## src/rtl/core_irq_ctl_if.sv

```systemverilog
`default_nettype none
// ============================================================================
// core_irq_ctl_if : request lines, boundary strobe and vector outputs shared
//                   between the CPU core and its interrupt controller.
// Revision        : 1.0
// ============================================================================
interface core_irq_ctl_if #(
  parameter int CHANNELS = 3
);
  localparam int CW = (CHANNELS > 1) ? $clog2(CHANNELS) : 1;

  logic                I_ready;
  logic [CHANNELS-1:0] I_src;
  logic                I_sync;
  logic                I_mask;
  logic                O_force_brk;
  logic                O_soft_brk;
  logic [CW-1:0]       O_chan;
  logic [15:0]         O_vec_lo;
  logic [15:0]         O_vec_hi;
  logic [CHANNELS-1:0] O_raised;

  modport master (
    output I_ready, I_src, I_sync, I_mask,
    input  O_force_brk, O_soft_brk, O_chan, O_vec_lo, O_vec_hi, O_raised
  );

  modport slave (
    input  I_ready, I_src, I_sync, I_mask,
    output O_force_brk, O_soft_brk, O_chan, O_vec_lo, O_vec_hi, O_raised
  );
endinterface
`default_nettype wire

```

## src/rtl/core_irq_ctl.sv

```systemverilog
`default_nettype none
// ============================================================================
// core_irq_ctl : latches edge/level interrupt requests, picks the highest
//                priority eligible one at each instruction boundary.
// Revision     : 1.0
// ============================================================================
module core_irq_ctl #(
  parameter int                     CHANNELS    = 3,
  parameter logic [CHANNELS-1:0]    EDGE_MASK   = 3'b011,
  parameter logic [CHANNELS-1:0]    NOMASK_MASK = 3'b011,
  parameter logic [CHANNELS-1:0]    RESET_RAISE = 3'b001,
  parameter logic [CHANNELS*16-1:0] VEC_TABLE   = {16'hFFFE, 16'hFFFA, 16'hFFFC},
  parameter logic [15:0]            SOFT_VEC    = 16'hFFFE
) (
  input  logic           I_clock,
  input  logic           I_reset,
  core_irq_ctl_if.slave  bus
);
  localparam int CW = (CHANNELS > 1) ? $clog2(CHANNELS) : 1;

  logic [CHANNELS-1:0] r_raise;
  logic [CHANNELS-1:0] r_last_src;
  logic [CHANNELS-1:0] r_pend;
  logic                r_last_sync;

  logic                w_sync_rise;
  logic [CHANNELS-1:0] w_fall;
  logic [CHANNELS-1:0] w_raise;
  logic [CHANNELS-1:0] w_elig;
  logic [CHANNELS-1:0] w_sel;
  logic [CHANNELS-1:0] w_clr;
  logic [CHANNELS-1:0] w_raise_nxt;
  logic [CW-1:0]       w_chan;
  logic [15:0]         w_vec;

  assign w_sync_rise = bus.I_sync & ~r_last_sync;
  assign w_fall      = r_last_src & ~bus.I_src & EDGE_MASK;

  // Edge channels come from the sticky register, level channels straight from the pin.
  assign w_raise = (r_raise & EDGE_MASK) | (~bus.I_src & ~EDGE_MASK);
  assign w_elig  = w_raise & (NOMASK_MASK | {CHANNELS{~bus.I_mask}});

  always_comb begin
    w_sel = '0;
    for (int i = CHANNELS - 1; i >= 0; i--) begin
      if (w_elig[i]) begin
        w_sel    = '0;
        w_sel[i] = 1'b1;
      end
    end
  end

  // A fresh falling edge in the consuming cycle re-arms the channel.
  assign w_clr       = w_sync_rise ? (w_sel & EDGE_MASK) : '0;
  assign w_raise_nxt = ((r_raise & ~w_clr) | w_fall) & EDGE_MASK;

  always_ff @(posedge I_clock or negedge I_reset) begin
    if (!I_reset) begin
      r_raise     <= RESET_RAISE & EDGE_MASK;
      r_last_src  <= '1;
      r_last_sync <= 1'b0;
      r_pend      <= '0;
    end else if (bus.I_ready) begin
      r_raise     <= w_raise_nxt;
      r_last_src  <= bus.I_src;
      r_last_sync <= bus.I_sync;
      if (w_sync_rise) begin
        r_pend <= w_sel;
      end
    end
  end

  always_comb begin
    w_chan = '0;
    w_vec  = SOFT_VEC;
    for (int i = 0; i < CHANNELS; i++) begin
      if (r_pend[i]) begin
        w_chan = CW'(i);
        w_vec  = VEC_TABLE[16*i +: 16];
      end
    end
  end

  assign bus.O_force_brk = |r_pend;
  assign bus.O_soft_brk  = ~(|r_pend);
  assign bus.O_chan      = w_chan;
  assign bus.O_vec_lo    = w_vec;
  assign bus.O_vec_hi    = w_vec + 16'd1;
  assign bus.O_raised    = w_raise;
endmodule
`default_nettype wire

```

## src/flat_wrapper.sv

```systemverilog
// flat-port wrapper written by rule: the top's interface ports become plain ports
module core_irq_ctl_flat 
#(
  parameter int                     CHANNELS    = 3,
  parameter logic [CHANNELS-1:0]    EDGE_MASK   = 3'b011,
  parameter logic [CHANNELS-1:0]    NOMASK_MASK = 3'b011,
  parameter logic [CHANNELS-1:0]    RESET_RAISE = 3'b001,
  parameter logic [CHANNELS*16-1:0] VEC_TABLE   = {16'hFFFE, 16'hFFFA, 16'hFFFC},
  parameter logic [15:0]            SOFT_VEC    = 16'hFFFE
)
  (I_clock, I_reset, bus_I_ready, bus_I_src, bus_I_sync, bus_I_mask, bus_O_force_brk, bus_O_soft_brk, bus_O_chan, bus_O_vec_lo, bus_O_vec_hi, bus_O_raised);
  core_irq_ctl_if #(.CHANNELS(CHANNELS)) bus_i ();
  input  logic I_clock;
  input  logic I_reset;
  input wire logic [$bits(bus_i.I_ready)-1:0] bus_I_ready;
  input wire logic [$bits(bus_i.I_src)-1:0] bus_I_src;
  input wire logic [$bits(bus_i.I_sync)-1:0] bus_I_sync;
  input wire logic [$bits(bus_i.I_mask)-1:0] bus_I_mask;
  output wire logic [$bits(bus_i.O_force_brk)-1:0] bus_O_force_brk;
  output wire logic [$bits(bus_i.O_soft_brk)-1:0] bus_O_soft_brk;
  output wire logic [$bits(bus_i.O_chan)-1:0] bus_O_chan;
  output wire logic [$bits(bus_i.O_vec_lo)-1:0] bus_O_vec_lo;
  output wire logic [$bits(bus_i.O_vec_hi)-1:0] bus_O_vec_hi;
  output wire logic [$bits(bus_i.O_raised)-1:0] bus_O_raised;
  assign bus_i.I_ready = bus_I_ready;
  assign bus_i.I_src = bus_I_src;
  assign bus_i.I_sync = bus_I_sync;
  assign bus_i.I_mask = bus_I_mask;
  assign bus_O_force_brk = bus_i.O_force_brk;
  assign bus_O_soft_brk = bus_i.O_soft_brk;
  assign bus_O_chan = bus_i.O_chan;
  assign bus_O_vec_lo = bus_i.O_vec_lo;
  assign bus_O_vec_hi = bus_i.O_vec_hi;
  assign bus_O_raised = bus_i.O_raised;
  core_irq_ctl #(.CHANNELS(CHANNELS), .EDGE_MASK(EDGE_MASK), .NOMASK_MASK(NOMASK_MASK), .RESET_RAISE(RESET_RAISE), .VEC_TABLE(VEC_TABLE), .SOFT_VEC(SOFT_VEC)) u_core (.I_clock(I_clock), .I_reset(I_reset), .bus(bus_i));
endmodule
```

## config.mk

```make
export PLATFORM = sky130hd
export DESIGN_NAME = core_irq_ctl_flat
export DESIGN_NICKNAME = d
export VERILOG_FILES = /design/src/rtl/core_irq_ctl_if.sv /design/src/rtl/core_irq_ctl.sv /design/src/flat_wrapper.sv
export SDC_FILE = /design/constraint.sdc
export NUM_CORES = 1
export LEC_CHECK = 0
export BUFFER_PORTS_ARGS = -buffer_cell sky130_fd_sc_hd__buf_2
export CAP_MARGIN = 5
export CORE_MARGIN = 2
export CORE_UTILIZATION = 30
export DETAILED_ROUTE_END_ITERATION = 10
export REMOVE_ABC_BUFFERS = 1
export SYNTH_ARGS = -nofsm -noshare
export SYNTH_HDL_FRONTEND = slang
export SYNTH_SLANG_ARGS = --single-unit
```

## constraint.sdc

```tcl
create_clock -name I_clock -period 1.6 [get_ports I_clock]
set_input_delay 0.16 -clock I_clock [delete_from_list [all_inputs] [get_ports I_clock]]
set_output_delay 0.16 -clock I_clock [all_outputs]
set_load 0.01 [all_outputs]
```

==> tab_implementation.tex <==
\begin{tabular}{lr}
\hline
Metric & Value \\
\hline
\multicolumn{2}{l}{\textbf{Status}} \\
\quad Result of the run & finished clean \\
\multicolumn{2}{l}{\textbf{Synth}} \\
\quad Seq/Total Area, Yosys & 0.317 \\
\quad Syn Std Cell Area & 643 um2 \\
\quad Number of cells produced by synthesis & 65 \\
\quad Netlist cell types & 18 \\
\quad Average instance area after synthesis & between 9 and 10 um2 \\
\quad Synth warnings & 0 \\
\quad \#FFs+latches synth & 8 \\
\multicolumn{2}{l}{\textbf{Detailed routing}} \\
\quad WL final & 836 um \\
\quad DRC violation total after the first TritonRoute iteration & 2 \\
\quad Detail Route Antenna Nets & 0 \\
\quad DR pass1 iterations & 2 \\
\quad Post-detailed-route via-to-cell ratio & between 3 and 4 \\
\quad Vias & about 380 \\
\quad Number of design rule violations left after detail routing & 0 \\
\quad Routed length per instance & around 7.7 um \\
\multicolumn{2}{l}{\textbf{Timing}} \\
\quad Worst setup margin & 0.233 ns \\
\quad Fin. max-slew vios & 0 \\
\quad Part of the cycle the worst path needs & 0.854 \\
\quad Highest clock rate & 732 MHz \\
\quad Final-layout setup total negative slack & 0 ns \\
\quad Setup repair after global routing missed its margin & no \\
\quad Final worst hold slack & 0.117 ns \\
\quad Final number of setup-violating endpoints & 0 \\
\quad Min Tclk post-route & roughly 1.4 ns \\
\quad Worst clock skew & 0.00566 ns \\
\quad Final-report hold violation count & 0 \\
\multicolumn{2}{l}{\textbf{Flow run}} \\
\quad Max\_cap viols & 0 \\
\multicolumn{2}{l}{\textbf{Placed design}} \\
\quad Total half-perimeter wirelength after legalization and detailed placement & 668 um \\
\quad Instance area at placement & around 600 um2 \\
\quad Quantity of I/O buffers inserted on ports & 18 \\
\quad Placement Setup Slack & 0.497 ns \\
\quad Total placed cells including tap cells & 103 \\
\quad Routability Congestion & 0.630 \\
\multicolumn{2}{l}{\textbf{Floorplanning}} \\
\quad Area of the die & 2530 um2 \\
\quad Std-Cell Core Area & around 2000 um2 \\
\quad Die outline width & 50.3 um \\
\quad Site row count & 16 \\
\quad Die boundary height & 50.3 um \\
\quad Initial core utilization & 0.321 \\
\quad Number of top-level pins & between 40 and 50 \\
\multicolumn{2}{l}{\textbf{CTS}} \\
\quad Num Clock Sinks & 8 \\
\quad Clock Latency Late Sink & 0.25 ns \\
\quad Count of H-tree levels built during CTS & 1 \\
\quad Clock transition time at the flip-flop clock pins of the worst setup and hold paths & 0.06 ns \\
\quad Buffers from clock root to sink, at most & 2 \\
\quad CTS root buffer & clkbuf\_4 \\
\quad Cts bufs inserted & 3 \\
\quad CTS tree & built \\
\quad Post-cts repair resize count & 0 \\
\multicolumn{2}{l}{\textbf{Cells and area}} \\
\quad Layout cell share with drive strength beyond 1 & 0.383 \\
\quad Summed area of non-filler cells in the final layout & around 650 um2 \\
\quad Leading cell types in the layout, fill and taps excluded & conb\_1, buf\_2, inv\_1, dfrtp\_1 \\
\quad Finished Core Util & 0.324 \\
\quad ANT cells & 0 \\
\quad Layout net count & 90 \\
\quad Fillers & 218 \\
\quad Number of cells in the finished layout apart from fillers & 108 \\
\quad Most common cell after layout, fill and taps aside & conb\_1 \\
\quad Layout area overhead & 0.973\% \\
\multicolumn{2}{l}{\textbf{Worst hold path}} \\
\quad Tightest Hold Check Type & input port to flip-flop \\
\multicolumn{2}{l}{\textbf{Setup path}} \\
\quad Critical Path End Type & primary output \\
\quad Worst endpoint data arrival time & 1.21 ns \\
\quad Max FO, Critical Path & 4 \\
\quad Kind of critical path & flip-flop to primary output \\
\quad Kind of start point of the critical path & flip-flop \\
\quad Flop2flop setup slack & 0.58 ns \\
\quad Crit path required time & roughly 1.4 ns \\
\multicolumn{2}{l}{\textbf{Power and ir drop}} \\
\quad Power density relative to cell area & 1150 nW/um2 \\
\quad Sum of internal, switching and leakage power & 0.744 mW \\
\quad Worst ir drop on vdd & 0.000389 V \\
\quad Standby leakage power & between 0.3 and 0.4 nW \\
\multicolumn{2}{l}{\textbf{GRT}} \\
\quad First-pass GRT wire length & about 1.3 mm \\
\quad Aggregate global-route resource usage & 0.0709 \\
\quad Remaining global-route overflow & 0 \\
\quad Via count of the first global-routing pass & 308 \\
\quad Antenna violations before repair & 0 \\
\quad Largest net degree at the start of global routing & 9 \\
\hline
\end{tabular}
-- what timing repair did --
action | CTS | global route
hold endpoints to repair | 8 | 0
hold buffers | 1 | 0
buffers inserted | 0 | 0
-- flip-flops by register name, indices dropped and copies added, names as in the netlist --
signal and count:
u_core.r_last_src 2, u_core.r_last_sync 1, u_core.r_pend 3, u_core.r_raise 2
-- logic make-up (layout without fill, tap and decap cells) --
family,count (synthesis),count (layout),share of synthesized area
buffers and inverters,38,28,0.420
AND/OR/NAND/NOR,9,9,0.103
flip-flops,8,8,0.317
multiplexers,6,6,0.123
other,2,28,0.0117
AO/OA/AOI/OAI,2,2,0.0253
-- layout make-up --
class | count | area (um2) | share of cell area
Timing Repair Buffer | 19 | 100 | 0.154
Multi-Input combinational cell | 45 | 267 | 0.410
Tap cell | 27 | 33.8 | 0.0520
Sequential cell | 8 | 204 | 0.314
Clock buffer | 4 | 26.3 | 0.0405
Inverter | 5 | 18.8 | 0.0289
-- Yosys cell counts --
cell type,n,area (um2)
buf_4,32,240
dfrtp_1,5,125
inv_1,5,18.8
dfstp_2,3,78.8
mux2_2,3,33.8
mux2_4,3,45.0
conb_1,2,7.51
nand2_1,2,7.51
a32o_1,1,10.0
buf_6,1,11.3
nand2b_1,1,6.26
nand3b_4,1,20.0
nor2_1,1,3.75
nor2b_1,1,6.26
nor4_1,1,6.26
nor4bb_1,1,10.0
o22ai_1,1,6.26
or3_1,1,6.26
-- routing by layer --
layer	vias to the layer above	wire length (um)	track usage
met2	35	348	0.107
met4	0	0	0.0270
met1	170	327	0.0818
li1	179	-	-
met3	0	160	0.0417
met5	-	0	0
-- worst paths after layout --
| kind | start | end | cells past startpoint |
|---|---|---|---|
| worst max register to register | u_core.r_last_sync | u_core.r_pend[0] | 2 |
| worst min-delay path | bus_I_src[1] | u_core.r_raise[1] | 2 |
| worst min register to register | u_core.r_last_src[1] | u_core.r_raise[1] | 2 |
| max in group asynchronous | I_reset | u_core.r_raise[0] | 2 |
| worst max-delay path | u_core.r_pend[1] | bus_O_soft_brk | 3 |
| min in group asynchronous | I_reset | u_core.r_pend[2] | 2 |
-- worst max-delay path, cell delays in order, from the launching register on --
cell     delay (ns)
dfrtp_1        0.40
or3_1          0.39
inv_1          0.06
buf_2          0.12
-- power breakdown --
group | leakage (nW) | total [mW] | internal (mW) | switching [mW]
clock network | 0.0150 | 0.164 | 0.0954 | 0.0683
logic | 0.271 | 0.291 | 0.136 | 0.155
registers | 0.0922 | 0.289 | 0.252 | 0.0378
total | 0.378 | 0.744 | 0.482 | 0.261
Note: power is estimated with default switching activity, not from simulation.
